[config.mk]
export PLATFORM = sky130hd
export DESIGN_NAME = axi_wbeat_gen
export DESIGN_NICKNAME = d
export VERILOG_FILES = /design/src/rtl/axi_pkg.sv /design/src/rtl/axi_cmd_fifo.sv /design/src/rtl/axi_wbeat_gen.sv
export SDC_FILE = /design/constraint.sdc
export NUM_CORES = 1
export LEC_CHECK = 0
export ABC_AREA = 1
export CAP_MARGIN = 10
export CORE_AREA = 2 2 114 116
export CTS_BUF_LIST = sky130_fd_sc_hd__clkbuf_8 sky130_fd_sc_hd__clkbuf_16
export DETAILED_ROUTE_END_ITERATION = 16
export DIE_AREA = 0 0 116 118
export DONT_BUFFER_PORTS = 1
export SKIP_LAST_GASP = 1
export SLEW_MARGIN = 20
export SYNTH_ARGS = -nofsm -noshare
export SYNTH_HDL_FRONTEND = slang
export SYNTH_HIERARCHICAL = 1
export SYNTH_SLANG_ARGS = --single-unit
[constraint.sdc]
create_clock -name clk -period 2.4 [get_ports clk]
set_clock_uncertainty 0.1 [all_clocks]
set_input_delay 0.24 -clock clk [delete_from_list [all_inputs] [get_ports clk]]
set_output_delay 0.24 -clock clk [all_outputs]
set_load 0.02 [all_outputs]
[src/rtl/axi_pkg.sv]
// Shared AXI definitions: bus width defaults, burst/size encodings and the
// AWLEN type used by the write-side blocks.
package axi_pkg;

  localparam int AXI_DW_DEF = 128;
  localparam int AXI_LW_DEF = 8;

  localparam logic [1:0] AXI_BURST_FIXED = 2'b00;
  localparam logic [1:0] AXI_BURST_INCR  = 2'b01;
  localparam logic [1:0] AXI_BURST_WRAP  = 2'b10;

  localparam logic [2:0] AXI_SIZE_1B   = 3'd0;
  localparam logic [2:0] AXI_SIZE_2B   = 3'd1;
  localparam logic [2:0] AXI_SIZE_4B   = 3'd2;
  localparam logic [2:0] AXI_SIZE_8B   = 3'd3;
  localparam logic [2:0] AXI_SIZE_16B  = 3'd4;
  localparam logic [2:0] AXI_SIZE_32B  = 3'd5;
  localparam logic [2:0] AXI_SIZE_64B  = 3'd6;
  localparam logic [2:0] AXI_SIZE_128B = 3'd7;

  typedef logic [AXI_LW_DEF-1:0] axlen_t;

endpackage

[src/rtl/axi_cmd_fifo.sv]
// Generic synchronous FIFO. A push while full is dropped even when a pop
// happens in the same cycle; the caller only pops when non-empty.
module axi_cmd_fifo #(
  parameter int WIDTH = 8,
  parameter int DEPTH = 4,
  localparam int PW = $clog2(DEPTH),
  localparam int CW = $clog2(DEPTH + 1)
) (
  input  logic             clk,
  input  logic             reset,
  input  logic             push,
  input  logic             pop,
  input  logic [WIDTH-1:0] din,
  output logic [WIDTH-1:0] dout,
  output logic [CW-1:0]    cnt,
  output logic             full,
  output logic             empty
);

  logic [WIDTH-1:0] mem_q [DEPTH];
  logic [PW-1:0]    wr_ptr_q;
  logic [PW-1:0]    rd_ptr_q;
  logic [CW-1:0]    cnt_q;
  logic             push_ok;
  logic             pop_ok;

  assign full    = (cnt_q == CW'(DEPTH));
  assign empty   = (cnt_q == '0);
  assign push_ok = push & ~full;
  assign pop_ok  = pop & ~empty;
  assign dout    = mem_q[rd_ptr_q];
  assign cnt     = cnt_q;

  // Pointers wrap naturally (power-of-two depth); occupancy tells full from empty.
  always_ff @(posedge clk) begin
    if (reset) begin
      wr_ptr_q <= '0;
      rd_ptr_q <= '0;
      cnt_q    <= '0;
    end else begin
      if (push_ok) wr_ptr_q <= wr_ptr_q + PW'(1);
      if (pop_ok)  rd_ptr_q <= rd_ptr_q + PW'(1);
      case ({push_ok, pop_ok})
        2'b10:   cnt_q <= cnt_q + CW'(1);
        2'b01:   cnt_q <= cnt_q - CW'(1);
        default: cnt_q <= cnt_q;
      endcase
    end
  end

  // Storage array; contents are meaningless until written, so no reset.
  always_ff @(posedge clk) begin
    if (push_ok) mem_q[wr_ptr_q] <= din;
  end

endmodule

[src/rtl/axi_wbeat_gen.sv]
// Write-data beat generator: queues AWLEN of each accepted AW burst and turns
// a valid/ready source stream into W beats with wlast and full strobes.
module axi_wbeat_gen
  import axi_pkg::*;
#(
  parameter int AXI_DW    = AXI_DW_DEF,
  parameter int AXI_LW    = AXI_LW_DEF,
  parameter int CMD_D     = 4,
  parameter int AXI_BYTES = AXI_DW / 8,
  parameter int CNT_W     = $clog2(CMD_D + 1)
) (
  input  logic                 clk,
  input  logic                 reset,
  input  logic                 aw_push,
  input  logic [AXI_LW-1:0]    aw_len,
  output logic                 cmd_full,
  input  logic [AXI_DW-1:0]    src_data,
  input  logic                 src_valid,
  output logic                 src_ready,
  output logic [AXI_DW-1:0]    wdata,
  output logic [AXI_BYTES-1:0] wstrb,
  output logic                 wlast,
  output logic                 wvalid,
  input  logic                 wready,
  output logic                 burst_done,
  output logic                 busy,
  input  logic                 err_clr,
  output logic                 err_ovf
);

  typedef enum logic {IDLE, DATA} st_e;

  st_e               st_q;
  logic [AXI_LW-1:0] beat_rem_q;
  logic              err_ovf_q;

  logic [AXI_LW-1:0] cmd_head;
  logic [CNT_W-1:0]  cmd_cnt;
  logic              cmd_full_w;
  logic              cmd_empty;
  logic              cmd_pop;
  logic              in_data;
  logic              beat_hs;
  logic              beat_last;

  axi_cmd_fifo #(
    .WIDTH (AXI_LW),
    .DEPTH (CMD_D)
  ) u_cmd_fifo (
    .clk   (clk),
    .reset (reset),
    .push  (aw_push),
    .pop   (cmd_pop),
    .din   (aw_len),
    .dout  (cmd_head),
    .cnt   (cmd_cnt),
    .full  (cmd_full_w),
    .empty (cmd_empty)
  );

  assign in_data   = (st_q == DATA);
  assign beat_last = (beat_rem_q == '0);
  assign beat_hs   = in_data & src_valid & wready;
  // Pop on entry from IDLE, or on the last beat so the next burst follows with no bubble.
  assign cmd_pop   = ~cmd_empty & ((st_q == IDLE) | (beat_hs & beat_last));

  // Burst sequencing: beat_rem only moves on a handshake so wlast is stable under stall.
  always_ff @(posedge clk) begin
    if (reset) begin
      st_q       <= IDLE;
      beat_rem_q <= '0;
    end else begin
      case (st_q)
        IDLE: begin
          if (!cmd_empty) begin
            beat_rem_q <= cmd_head;
            st_q       <= DATA;
          end
        end
        DATA: begin
          if (beat_hs) begin
            if (!beat_last) begin
              beat_rem_q <= beat_rem_q - AXI_LW'(1);
            end else if (!cmd_empty) begin
              beat_rem_q <= cmd_head;
            end else begin
              st_q <= IDLE;
            end
          end
        end
        default: st_q <= IDLE;
      endcase
    end
  end

  // Sticky overflow flag; a dropped push wins over a simultaneous clear.
  always_ff @(posedge clk) begin
    if (reset) begin
      err_ovf_q <= 1'b0;
    end else if (aw_push && cmd_full_w) begin
      err_ovf_q <= 1'b1;
    end else if (err_clr) begin
      err_ovf_q <= 1'b0;
    end
  end

  // W channel pass-through, gated off outside a burst.
  always_comb begin
    wvalid     = in_data & src_valid;
    src_ready  = in_data & wready;
    wlast      = in_data & beat_last;
    wstrb      = in_data ? {AXI_BYTES{1'b1}} : {AXI_BYTES{1'b0}};
    wdata      = src_data;
    burst_done = beat_hs & beat_last;
    busy       = in_data | (cmd_cnt != '0);
    cmd_full   = cmd_full_w;
    err_ovf    = err_ovf_q;
  end

endmodule

* After elaboration in Yosys (flattened, before gate mapping)
Memories as Yosys holds them, arrays and structs flattened. A register that Yosys moved wholly into a read port is not among the register bits.
Index checks and enable logic that the tools add are counted.
** Operators by class
- Add/sub/neg operators :: 5
- Eq/ne operators :: 4
- Bitwise operators :: 13
- Mux-type cells :: 16
- Reductions and logical operators :: 6
** Operators with widths (count)
- $mux 8 :: 3
- $mux 16 :: 1
- $pmux 8 s2 :: 1
- $and 1x1->1 :: 8
- $logic_not 8->1 :: 1
- $sub 8x1->8 const B :: 1
- $mux 1 :: 7
- $pmux 3 s2 :: 1
- $add 2x1->2 const B :: 2
- $mux 2 :: 2
- $reduce_bool 2->1 :: 2
- $add 3x1->3 const B :: 1
- $eq 3x3->1 const B :: 1
- $logic_not 3->1 :: 1
- $not 1->1 :: 3
- $reduce_bool 3->1 :: 1
- $sub 3x1->3 const B :: 1
- $eq 2x1->1 const B :: 1
- $eq 2x2->1 const B :: 1
- $ne 2x1->1 const B :: 1
- $or 1x1->1 :: 2
- $pmux 1 s2 :: 1
- $logic_and 1x1->1 :: 1
** Storage, ports and cells
- Memories :: 1
- Output and inout port bits :: 151
- Input port bits :: 142
- Logic and storage cells :: 51
- Register bits after elaboration :: 17
- RAM bits :: 32
** Memory list
- u_cmd_fifo.mem_q :: words 4, bits a word 8, read ports 1, clocked after memory_dff 1, wr ports 1, RTL line axi_cmd_fifo.sv:20 : logic [WIDTH-1:0] mem_q [DEPTH];

* Longest topological paths before layout
- Depth after elaboration :: 8
- Mapped depth :: 19
- Depth with buffers taken out :: 19

* Cells and area by module
Netlist, hierarchy kept.
** Modules (own cells, without submodules)
- axi_wbeat_gen :: cells an instance 281, sequential area each 200.2 um^2, instances 1, area an instance 1916.8 um^2
- axi_cmd_fifo :: cells an instance 146, sequential area each 1141.1 um^2, instances 1, area an instance 1691.6 um^2

* Worst setup path before layout
No wires, ideal clock.
- Path kind :: register -> register
- From :: reg st_q, in the netlist in_data
- To :: reg u_cmd_fifo.cnt_q[2], in the netlist u_cmd_fifo/cnt[2]
- Buffers on the path :: 1
- Library setup time :: 0.113 ns
- Data arrival time :: 2.306 ns
- Stages on the path, launching flop included :: 19
- Slack :: -0.119 ns
- Required time :: 2.187 ns
- Path through :: dfxtp_1 > buf_6 > nand2_4 > nor2_8 > inv_4 > nand2_4 > nand2_2 > nor2_1 > nand2_1 > inv_1 > ha_1 > inv_1 > fa_1 > inv_1 > nand2_1 > nand3_1 > nand2_1 > nand2_1 > nor2_1
** Between the ends
- Longest elaborated chain between the ends :: 8
- Elaborated cells on any way between the ends :: 11
- Classes of those cells :: 2 x eq/ne; 1 x mux; 7 x bitwise; 1 x reduce/logical
** Ends and longest elaborated chain
- start, declared :: RTL line axi_wbeat_gen.sv:33 : st_e st_q;
- start signal, assigned :: RTL line axi_wbeat_gen.sv:70 : st_q <= IDLE;
- start signal, assigned :: RTL line axi_wbeat_gen.sv:77 : st_q <= DATA;
- start signal, assigned :: RTL line axi_wbeat_gen.sv:87 : st_q <= IDLE;
- $and 1x1->1 (2 in a row) :: RTL line axi_wbeat_gen.sv:63 : assign beat_hs = in_data & src_valid & wready;
- $and 1x1->1 :: RTL line axi_wbeat_gen.sv:65 : assign cmd_pop = ~cmd_empty & ((st_q == IDLE) | (beat_hs & beat_last));
- $or 1x1->1 (*) :: RTL line axi_wbeat_gen.sv:65
- $and 1x1->1 (*) :: RTL line axi_wbeat_gen.sv:65
- named net cmd_pop :: RTL line axi_wbeat_gen.sv:41 : logic cmd_pop;
- $and 1x1->1 (*) :: RTL line axi_cmd_fifo.sv:30 : assign pop_ok = pop & ~empty;
- named net u_cmd_fifo.pop_ok :: RTL line axi_cmd_fifo.sv:25 : logic pop_ok;
- $eq 2x1->1 or $eq 2x2->1 (tied branches) :: RTL line axi_cmd_fifo.sv:43 : case ({push_ok, pop_ok})
- $pmux 3 s2 or $reduce_bool 2->1 (tied branches)
- end signal, assigned :: RTL line axi_cmd_fifo.sv:44 : 2'b10: cnt_q <= cnt_q + CW'(1);
- end signal, assigned :: RTL line axi_cmd_fifo.sv:45 : 2'b01: cnt_q <= cnt_q - CW'(1);
- end signal, assigned :: RTL line axi_cmd_fifo.sv:46 : default: cnt_q <= cnt_q;
- end, declared :: RTL line axi_cmd_fifo.sv:23 : logic [CW-1:0] cnt_q;
Mark *: on every way through the listed nets, which the timed path passes. The rest lies on a longest branch.
A chain may end at the register's enable or synchronous reset.

* Worst setup path in the final report
- From :: reg beat_rem_q[1]
- To :: reg u_cmd_fifo.cnt_q[2], in the netlist u_cmd_fifo/cnt[2]
** Between the ends
- Longest elaborated chain between the ends :: 7
- Elaborated cells on any way between the ends :: 9
- Classes of those cells :: 2 x eq/ne; 1 x mux; 4 x bitwise; 2 x reduce/logical
** Ends and longest elaborated chain
- start, declared :: RTL line axi_wbeat_gen.sv:34 : logic [AXI_LW-1:0] beat_rem_q;
- start signal, assigned :: RTL line axi_wbeat_gen.sv:76 : beat_rem_q <= cmd_head;
- start signal, assigned :: RTL line axi_wbeat_gen.sv:83 : beat_rem_q <= beat_rem_q - AXI_LW'(1);
- start signal, assigned :: RTL line axi_wbeat_gen.sv:85 : beat_rem_q <= cmd_head;
- $logic_not 8->1 (*) :: RTL line axi_wbeat_gen.sv:62 : assign beat_last = (beat_rem_q == '0);
- $and 1x1->1 (*) :: RTL line axi_wbeat_gen.sv:65
- $or 1x1->1 (*) :: RTL line axi_wbeat_gen.sv:65
- $and 1x1->1 (*) :: RTL line axi_wbeat_gen.sv:65
- named net cmd_pop :: RTL line axi_wbeat_gen.sv:41
- $and 1x1->1 (*) :: RTL line axi_cmd_fifo.sv:30
- named net u_cmd_fifo.pop_ok :: RTL line axi_cmd_fifo.sv:25
- $eq 2x1->1 or $eq 2x2->1 (tied branches) :: RTL line axi_cmd_fifo.sv:43
- $pmux 3 s2 or $reduce_bool 2->1 (tied branches)
Marks and branches as above.

==> impl_metrics.csv <==
group,metric,value,unit
run_status,status,"complete, no violations",
power_and_ir_drop,p_clk_share,18.8,%
synthesis,yosysTopAreaCell,"buf_4",
cells_and_area,syn_to_final_growth,-13.9,%
placement,place_area,0.00281,mm²
power_and_ir_drop,p_sw,1.70,mW
power_and_ir_drop,p_per_area,1240,mW/mm²
synthesis,synth.distinct_cells,31,
clocking,cts_buffers,5,
sta,finalCritPeriodShare,94.9,%
sta,clock.fmax,439,MHz
setup_path,path_max_fanout,3,
floorplanning,fp-row-count,41,
clocking,cts_buffer_depth,2,
setup_path,worstPathArrival,2.37,ns
placement,dp_slack,0.0274,ns
clocking,clock-root-buffer,"clkbuf_16",
placement,place.detailed.hpwl,10700,µm
sta,finalHoldViolCount,0,
sta,final-setup-viol-count,0,
floorplanning,boundaryPins,293,
synthesis,async_flop_share,0,%
floorplanning,die_h,118,µm
cells_and_area,fillers,1362,
synthesis,synth_seq_area_share,37.2,%
worst_hold_path,worstHoldPathType,"input pin to flip-flop",
clocking,clock-sinks,51,
sta,slew_headroom,55.7,%
clocking,htreeDepth,2,
floorplanning,die_area,0.0137,mm²
floorplanning,dieWidth,116,µm
power_and_ir_drop,p_comb_share,49.4,%
routing,vias,2111,
synthesis,syn_area,0.00361,mm²
power_and_ir_drop,internal_power,2.15,mW
floorplanning,core_area,0.0124,mm²
global_route,overflow,0,
power_and_ir_drop,ir_worst_vdd,0.728,mV
synthesis,yosysMostFrequentCell,"buf_4",
setup_path,critPathCaptureType,"flip-flop",
placement,place.port_buffers,0,
clocking,cts_tree,"built",
routing,drtIter0Drc,93,
global_route,grt_usage,17.2,%
clocking,clk_latency,0.29,ns
cells_and_area,n_antenna_cell,0,
routing,dr.pass1.iters,4,
global_route,antenna_found_initial,0,
routing,ant_nets,0,
floorplanning,start_util,29.1,%
sta,finalWorstPathRequiredPeriod,2.28,ns
routing,wl,12400,µm
setup_path,start_kind,"flip-flop",
global_route,grt_max_degree,20,
synthesis,syn_inst,427,
cells_and_area,fin_nets,461,
cells_and_area,drive_gt1_share,18.6,%
routing,vias_per_cell,4.36,
sta,drv_slew,0,
synthesis,netlist_top_cells_count,"buf_4, nor2_1, nand2_1, inv_1, edfxtp_1",
placement,gp_congestion,0.915,
cells_and_area,final_area,0.00311,mm²
synthesis,synth_ff_type,"edfxtp_1",
routing,avgRoutedWirePerCell,25.5,µm
power_and_ir_drop,switching_share,44.1,%
synthesis,synth_top_area_share,30.0,%
power_and_ir_drop,totalPowerFinal,3.85,mW
sta,worst_slack,0.123,ns
synthesis,yosys_warnings,6,
sta,rsz0062_at_grt,"true",
routing,drc_errors,0,
job,maxCapViolCount,0,
sta,final.setup.tns,0,ns
setup_path,criticalPathCategory,"flip-flop to flip-flop",
power_and_ir_drop,seq_power_share,31.9,%
global_route,grt_pass1_wl,16100,µm
synthesis,syn_nets,577,
sta,worst_pin_slew,0.664,ns
setup_path,crit_required,2.49,ns
clocking,path_clk_slew,0.07,ns
synthesis,yosys-top-cells-area,"buf_4, edfxtp_1, dfxtp_1",
power_and_ir_drop,power.leakage,1.29,nW
synthesis,syn_area_per_cell,8.45,µm²
synthesis,ys_ff_latch,51,
synthesis,synth-edff-count,32,
global_route,grt_pass1_vias,2063,
## per-stage QoR
stage,util (%),std cells,hold slack [ns]
2_1_floorplan,-,427,0.209
6_report,25.0,484,0.00846
5_1_grt,25.0,484,0.0161
4_1_cts,24.6,481,0.00586
3_5_place_dp,22.6,464,0.207
3_3_place_gp,22.6,464,0.207
## cell type report
| cell class | count | area, µm² | share of cell area (%) |
|---|---|---|---|
| clock buffer | 5 | 125 | 4.03 |
| clock inverter | 3 | 27.5 | 0.886 |
| inverter | 40 | 153 | 4.92 |
| multi-input combinational | 187 | 1020 | 32.8 |
| sequential | 51 | 1350 | 43.3 |
| tap | 172 | 215 | 6.93 |
| timing repair buffer | 26 | 221 | 7.13 |
## logic make-up after synthesis
kind of cell | after synthesis | share of synthesized area, %
XOR/XNOR | 1 | 0.243
multiplexers | 3 | 0.832
AO/OA/AOI/OAI | 47 | 7.11
adder cells (fa/ha/maj) | 8 | 2.98
buffers and inverters | 189 | 35.4
flip-flops | 51 | 37.2
AND/OR/NAND/NOR | 128 | 16.3
## worst paths after layout
path / from / end / slack [ns] / depth (start not counted)
worst max-delay path: beat_rem_q[1] / u_cmd_fifo/cnt[2] / 0.12 / 19
worst min-delay path: aw_push / u_cmd_fifo/wr_ptr_q[0] / 0.008 / 2
worst max register to register: beat_rem_q[1] / u_cmd_fifo/cnt[2] / 0.12 / 19
worst min register to register: u_cmd_fifo/rd_ptr_q[1] / flip-flop / 0.40 / 2
## repair_timing
item                                    4_1_cts  5_1_grt
buffers inserted                              0        3
endpoints found under the hold margin        43        0
resized for setup                             0       11
hold buffers                                  9        0
endpoints found under the setup margin        0        3
## registers in the layout, indices dropped and copies added (netlist names), named ones only
register and cells:
err_ovf 1, u_cmd_fifo/cnt 3, u_cmd_fifo/wr_ptr_q 2, in_data 1, u_cmd_fifo/mem_q 32, beat_rem_q 8, u_cmd_fifo/rd_ptr_q 2
## power by group through the flow
stage               Sequential, mW  Combinational (mW)  Clock (mW)
global placement              1.24                1.76           0
detailed placement            1.24                1.77           0
finish                        1.23                1.90       0.722
floorplan                     1.22                1.84           0
global route                  1.25                2.13       0.758
CTS                           1.23                1.79       0.735
## worst max-delay path, stage by stage (launching register included)
cell	delay [ns]
dfxtp_1	0.32
inv_2	0.06
ha_2	0.17
inv_1	0.06
nor2_4	0.12
nand2_4	0.07
nand2_2	0.09
nand2_4	0.06
nor2_4	0.12
nand2_2	0.07
inv_2	0.06
ha_2	0.16
inv_1	0.06
fa_2	0.33
inv_1	0.06
nand2_1	0.06
nand3_2	0.07
nand2_1	0.05
nand2_1	0.05
nor2_1	0.03
## layer usage
layer | track usage [%] | routed length [µm] | vias to the layer above
met4 | 2.68 | 130 | 0
met2 | 24.9 | 5310 | 191
li1 | - | - | 980
met1 | 14.2 | 3290 | 930
met3 | 23.4 | 3630 | 10
met5 | 0.784 | 0 | -
## cells in the final DEF, fill, tap and decap left out
| cell type | netlist | layout |
|---|---|---|
| nand2_4 | 4 | 5 |
| inv_2 | 4 | 6 |
| edfxtp_1 | 32 | 32 |
| nand3b_1 | 1 | 1 |
| o21ai_1 | 3 | 3 |
| nor2_4 | 1 | 2 |
| nand3_1 | 13 | 12 |
| inv_4 | 1 | 1 |
| mux2i_1 | 3 | 3 |
| dfxtp_4 | 0 | 1 |
| nand4_1 | 1 | 1 |
| nand2_2 | 6 | 6 |
| nor2_1 | 48 | 47 |
| dfxtp_1 | 19 | 18 |
| dlygate4sd3_1 | 0 | 9 |
| ha_1 | 7 | 5 |
| clkinvlp_4 | 0 | 1 |
| o21ai_2 | 3 | 3 |
| o22ai_1 | 8 | 8 |
| inv_8 | 0 | 1 |
| o21ai_0 | 19 | 19 |
| buf_4 | 144 | 16 |
| clkinv_1 | 1 | 1 |
| nand3_2 | 1 | 2 |
| nor3_1 | 2 | 2 |
| inv_1 | 34 | 32 |
| clkinv_4 | 0 | 1 |
| buf_6 | 3 | 1 |
| nor2_2 | 3 | 3 |
| nand2_1 | 47 | 46 |
| clkbuf_16 | 0 | 5 |
| a21oi_1 | 14 | 14 |
| ha_2 | 0 | 2 |
| nor2_8 | 1 | 1 |
| fa_2 | 0 | 1 |
| xor2_1 | 1 | 1 |
Note: power is estimated with default switching activity, not from simulation.
